### config.mk
export PLATFORM = sky130hd
export DESIGN_NAME = axis_moving_average
export DESIGN_NICKNAME = d
export VERILOG_FILES = /design/src/rtl/axis_moving_average.sv
export SDC_FILE = /design/constraint.sdc
export NUM_CORES = 1
export LEC_CHECK = 0
export BUFFER_PORTS_ARGS = -buffer_cell sky130_fd_sc_hd__buf_2
export CORE_ASPECT_RATIO = 1.2
export CORE_MARGIN = 2
export CORE_UTILIZATION = 35
export DETAILED_ROUTE_END_ITERATION = 8
export MAX_ROUTING_LAYER = met4
export PLACE_DENSITY = 0.61
export REMOVE_ABC_BUFFERS = 1
export SLEW_MARGIN = 20
export SYNTH_ARGS = -nofsm -noshare
export SYNTH_HDL_FRONTEND = slang
export SYNTH_SLANG_ARGS = --single-unit
### constraint.sdc
create_clock -name aclk -period 6.2 [get_ports aclk]
set_input_delay 0.93 -clock aclk [delete_from_list [all_inputs] [get_ports aclk]]
set_output_delay 0.93 -clock aclk [all_outputs]
set_load 0.02 [all_outputs]
### src/rtl/axis_moving_average.sv
// Streaming boxcar smoother: each output is the mean of the last 2^k signed samples.
// Optional round-half-up output enabled by defining AXIS_MOVING_AVERAGE_ROUND_EN.
module axis_moving_average #(
  parameter int AXIS_TDATA_WIDTH = 16,
  parameter int MAX_LOG2         = 4,
  parameter int CFG_WIDTH        = 8
) (
  input  logic                        aclk,
  input  logic                        aresetn,
  input  logic [CFG_WIDTH-1:0]        cfg_data,
  output logic                        s_axis_tready,
  input  logic [AXIS_TDATA_WIDTH-1:0] s_axis_tdata,
  input  logic                        s_axis_tvalid,
  input  logic                        m_axis_tready,
  output logic [AXIS_TDATA_WIDTH-1:0] m_axis_tdata,
  output logic                        m_axis_tvalid
);

  localparam int W     = AXIS_TDATA_WIDTH;
  localparam int AW    = AXIS_TDATA_WIDTH + MAX_LOG2;
  localparam int DEPTH = 1 << MAX_LOG2;
  localparam int KW    = $clog2(MAX_LOG2 + 1);

  logic [KW-1:0]        k_clamp, k_q, k_d;
  logic signed [AW-1:0] acc_q, acc_d, sum;
  logic [MAX_LOG2-1:0]  wp_q, wp_d, rd_idx;
  logic signed [W-1:0]  buf_q [DEPTH];
  logic signed [W-1:0]  buf_d [DEPTH];
  logic signed [W-1:0]  mdata_q, mdata_d, x, old, avg;
  logic                 mvalid_q, mvalid_d, flush, accept;

  always_comb begin
    if (cfg_data > CFG_WIDTH'(MAX_LOG2)) k_clamp = KW'(MAX_LOG2);
    else                                 k_clamp = cfg_data[KW-1:0];
  end

  assign flush         = (k_q != k_clamp);
  assign s_axis_tready = aresetn & ~flush & (~mvalid_q | m_axis_tready);
  assign accept        = s_axis_tvalid & s_axis_tready;

  // With N = depth the shifted one wraps to zero, so the oldest entry is BUF[WP].
  always_comb begin
    x      = s_axis_tdata;
    rd_idx = wp_q - (MAX_LOG2'(1) << k_q);
    old    = buf_q[rd_idx];
    sum    = acc_q + AW'(x) - AW'(old);
  end

`ifdef AXIS_MOVING_AVERAGE_ROUND_EN
  logic signed [AW:0] bias;

  always_comb begin
    bias = '0;
    if (k_q != '0) bias[k_q - KW'(1)] = 1'b1;
    avg = W'(((AW+1)'(sum) + bias) >>> k_q);
  end
`else
  always_comb begin
    avg = W'(sum >>> k_q);
  end
`endif

  always_comb begin
    k_d      = k_q;
    acc_d    = acc_q;
    wp_d     = wp_q;
    buf_d    = buf_q;
    mvalid_d = mvalid_q;
    mdata_d  = mdata_q;

    if (flush) begin
      k_d   = k_clamp;
      acc_d = '0;
      wp_d  = '0;
      for (int unsigned i = 0; i < DEPTH; i++) buf_d[i] = '0;
    end else if (accept) begin
      acc_d       = sum;
      buf_d[wp_q] = x;
      wp_d        = wp_q + MAX_LOG2'(1);
    end

    // Output register drains independently of a flush.
    if (accept) begin
      mvalid_d = 1'b1;
      mdata_d  = avg;
    end else if (mvalid_q && m_axis_tready) begin
      mvalid_d = 1'b0;
    end
  end

  always_ff @(posedge aclk) begin
    if (!aresetn) begin
      k_q      <= k_clamp;
      acc_q    <= '0;
      wp_q     <= '0;
      mvalid_q <= 1'b0;
      mdata_q  <= '0;
      for (int unsigned i = 0; i < DEPTH; i++) buf_q[i] <= '0;
    end else begin
      k_q      <= k_d;
      acc_q    <= acc_d;
      wp_q     <= wp_d;
      mvalid_q <= mvalid_d;
      mdata_q  <= mdata_d;
      for (int unsigned i = 0; i < DEPTH; i++) buf_q[i] <= buf_d[i];
    end
  end

  assign m_axis_tdata  = mdata_q;
  assign m_axis_tvalid = mvalid_q;

endmodule

==> metrics.txt <==
CP startpoint kind=register; Via Count=11100; Vias/cell=5.27; Hold Slack=453 ps; Setup violations, final=0; # H-tree levels=1; run status=finished, final reports clean; reg2reg setup slack=300 ps; Final Cycle Share=0.951; Clock Skews=32.5 ps; yosys synthesis warning count=0; core footprint=42800 µm²; worst r2r path cells=16; slew margin rel.=0.261; Clock Tree Root=clkbuf_16; design area=17000 µm²; CTS tree=done; clock buffer depth=3; CP arrival=6370 ps; fin nets=1607; f_max=0.170 GHz; worst min path class=register to register; WL final=38200 µm; mapped cell area=15100 µm²; Post-synth EDFFs=3; Routed wire per std cell=18.1 µm; first-pass GRT wire length=61900 µm; Design Power=4.90 mW; most frequent cells in the layout=297 x dfxtp_1, 228 x nor2_1, 220 x mux2i_1; DRC Markers=0; final hold vios=0; Top-Level Pins=46; CP endpoint kind=register; commonest non-fill, non-tap cell in the layout=dfxtp_1; Seq/Total Area, Yosys=0.398; Tot GR Track Use=0.174; Detail Placement HPWL=24800 µm; hold path depth=2; number of unique standard cell types used by synthesis=75; HP Start=m_axis_tdata[4]$_SDFFE_PN0P_; die footprint=45000 µm²; final period demand of the worst path=5900 ps; DP Area=15900 µm²; First DRT Iteration DRCs=728; vias in the first global route=11100; Synth Register Bits=300; final RePlAce weighted congestion=0.903; largest net degree at the start of global routing=108; Critical Path Start=k_q[1]$_DFFE_PP_; Post-Synthesis Cells=1540; clock sinks=300; # rows=83; Die H=232 µm; fraction of layout cells with a size suffix above 1=0.165; Hold EP=m_axis_tdata[4]$_SDFFE_PN0P_; Leak=7.34 nW; clk_lat worst skew=590 ps; first drt pass iteration count=4; reg2reg end=m_axis_tdata[7]$_SDFFE_PN0P_; CP max FO=8; initial core utilization=0.354; Final ANT Viol Nets=0; cts bufs inserted=30; grt total ovfl=0; max cap viols=0; Avg Synthesized Cell Area=9.84 µm²; Die Wd=194 µm; PD cells=288 nW/µm²; cts hold-fix bufs=0; IO Port Bufs=45; async set-reset flop share out of synthesis=0; worst slew pin tran=1100 ps; RSZ-0062 raised after global routing=no; maximum vdd drop=0.243 mV; Worst Path Required=6670 ps; antenna violations before repair=1; Syn-to-layout area delta=12.1%; Synth Flop Type=dfxtp_1; clk slew on worst S/H paths=70 ps; Crit Path Category=register to register; Reg2Reg Launch Point=k_q[1]$_DFFE_PP_; final slew viol count=0; Setup TNS=0 ps
cells in the mapped netlist (all sizes together) (2+ instances only):
| master | count | share of area |
|---|---|---|
| o31ai | 7 | 0.0044 |
| fa | 20 | 0.026 |
| clkbuf | 87 | 0.024 |
| mux4 | 72 | 0.11 |
| buf | 36 | 0.013 |
| nor2 | 231 | 0.058 |
| a41oi | 2 | 0.0017 |
| dfxtp | 297 | 0.39 |
| xor2 | 16 | 0.0097 |
| nand2b | 2 | 0.00083 |
| nand4 | 5 | 0.0021 |
| a21oi | 118 | 0.039 |
| a21o | 12 | 0.0060 |
| mux2i | 220 | 0.15 |
| nor4 | 3 | 0.0012 |
| a31oi | 4 | 0.0017 |
| a22oi | 2 | 0.00099 |
| nor3 | 8 | 0.0026 |
| nand3 | 33 | 0.017 |
| a32o | 2 | 0.0013 |
| ha | 28 | 0.023 |
| inv | 29 | 0.0072 |
| mux2 | 15 | 0.011 |
| o21a | 3 | 0.0015 |
| nor2b | 7 | 0.0031 |
| a211oi | 13 | 0.0068 |
| xnor2 | 12 | 0.0069 |
| a221oi | 2 | 0.0012 |
| edfxtp | 3 | 0.0059 |
| and3 | 7 | 0.0029 |
| o211ai | 5 | 0.0037 |
| o22a | 2 | 0.0012 |
| o21ai | 33 | 0.011 |
| a21boi | 2 | 0.0012 |
| nand2 | 175 | 0.044 |
| nor3b | 2 | 0.00099 |
| or3 | 3 | 0.0012 |
| and2 | 10 | 0.0042 |
worst max-delay path, cell delays in order, from the launching register on:
cell and delay, ps:
edfxtp_1 420, or3_1 480, fa_4 950, buf_4 220, mux4_2 300, mux2i_1 270, nor2_1 70, a21oi_1 300
fa_1 470, ha_1 370, a2111o_1 390, a21o_1 200, a21o_1 190, xor2_1 200, mux4_2 490, nor3b_1 160
a311o_1 290
sequential cells by signal (all words and copies together), names as in the netlist:
name / flops
buf_q: 256
wp_q: 4
k_q: 3
m_axis_tvalid: 1
acc_q: 20
m_axis_tdata: 16
where the power goes:
group          switching [mW]  internal (mW)  leakage [nW]
Clock                   0.804           1.18         0.535
Sequential             0.0193           1.96          2.42
Combinational           0.568          0.358          4.38
Total                    1.39           3.51          7.34
how the worst max path moves through the flow:
stage	endpoint	slack, ps	depth (start not counted)
3_3_place_gp	m_axis_tdata[7]$_SDFFE_PN0P_	360	19
4_1_cts	m_axis_tdata[7]$_SDFFE_PN0P_	220	22
5_1_grt	m_axis_tdata[7]$_SDFFE_PN0P_	10	22
2_1_floorplan	m_axis_tdata[7]$_SDFFE_PN0P_	-1430	19
3_5_place_dp	m_axis_tdata[7]$_SDFFE_PN0P_	230	22
6_report	m_axis_tdata[7]$_SDFFE_PN0P_	300	16
per-stage QoR:
| stage | instances | worst slack (ps) | utilization |
|---|---|---|---|
| after global placement | 2046 | 363 | 0.371 |
| after floorplan | 1417 | -1430 | - |
| after global routing | 2107 | 10.6 | 0.397 |
| final | 2107 | 302 | 0.397 |
| after detailed placement | 2046 | 232 | 0.371 |
| after CTS | 2101 | 218 | 0.396 |
repair_timing:
action | in CTS | in global routing
gates resized for setup | 0 | 1
hold endpoints to repair | 0 | 0
setup buffers | 0 | 5
endpoints found under the setup margin | 0 | 9
routing by layer:
| layer | share of wire | global-route usage | vias up |
|---|---|---|---|
| met2 | 0.50 | 0.302 | 225 |
| met1 | 0.44 | 0.214 | 5476 |
| met3 | 0.041 | 0.0214 | 55 |
| met4 | 0.022 | 0.0473 | 0 |
| li1 | - | - | 5354 |
| met5 | 0 | - | - |
kinds of logic after synthesis:
| logic type | synth area share |
|---|---|
| adder cells (fa/ha/maj) | 0.0496 |
| AO/OA/AOI/OAI | 0.0873 |
| multiplexers | 0.264 |
| flip-flops | 0.398 |
| XOR/XNOR | 0.0167 |
| AND/OR/NAND/NOR | 0.139 |
| buffers and inverters | 0.0444 |
area by class of cell:
| type | instances | area [µm²] |
|---|---|---|
| fill | 4177 | 25800 |
| multi-input combinational | 1088 | 8490 |
| sequential | 300 | 6040 |
| clock buffer | 39 | 856 |
| tap | 552 | 691 |
| timing repair buffer | 82 | 566 |
| clock inverter | 16 | 230 |
| inverter | 29 | 116 |
| antenna | 1 | 2.50 |
Note: power is estimated with default switching activity, not from simulation.
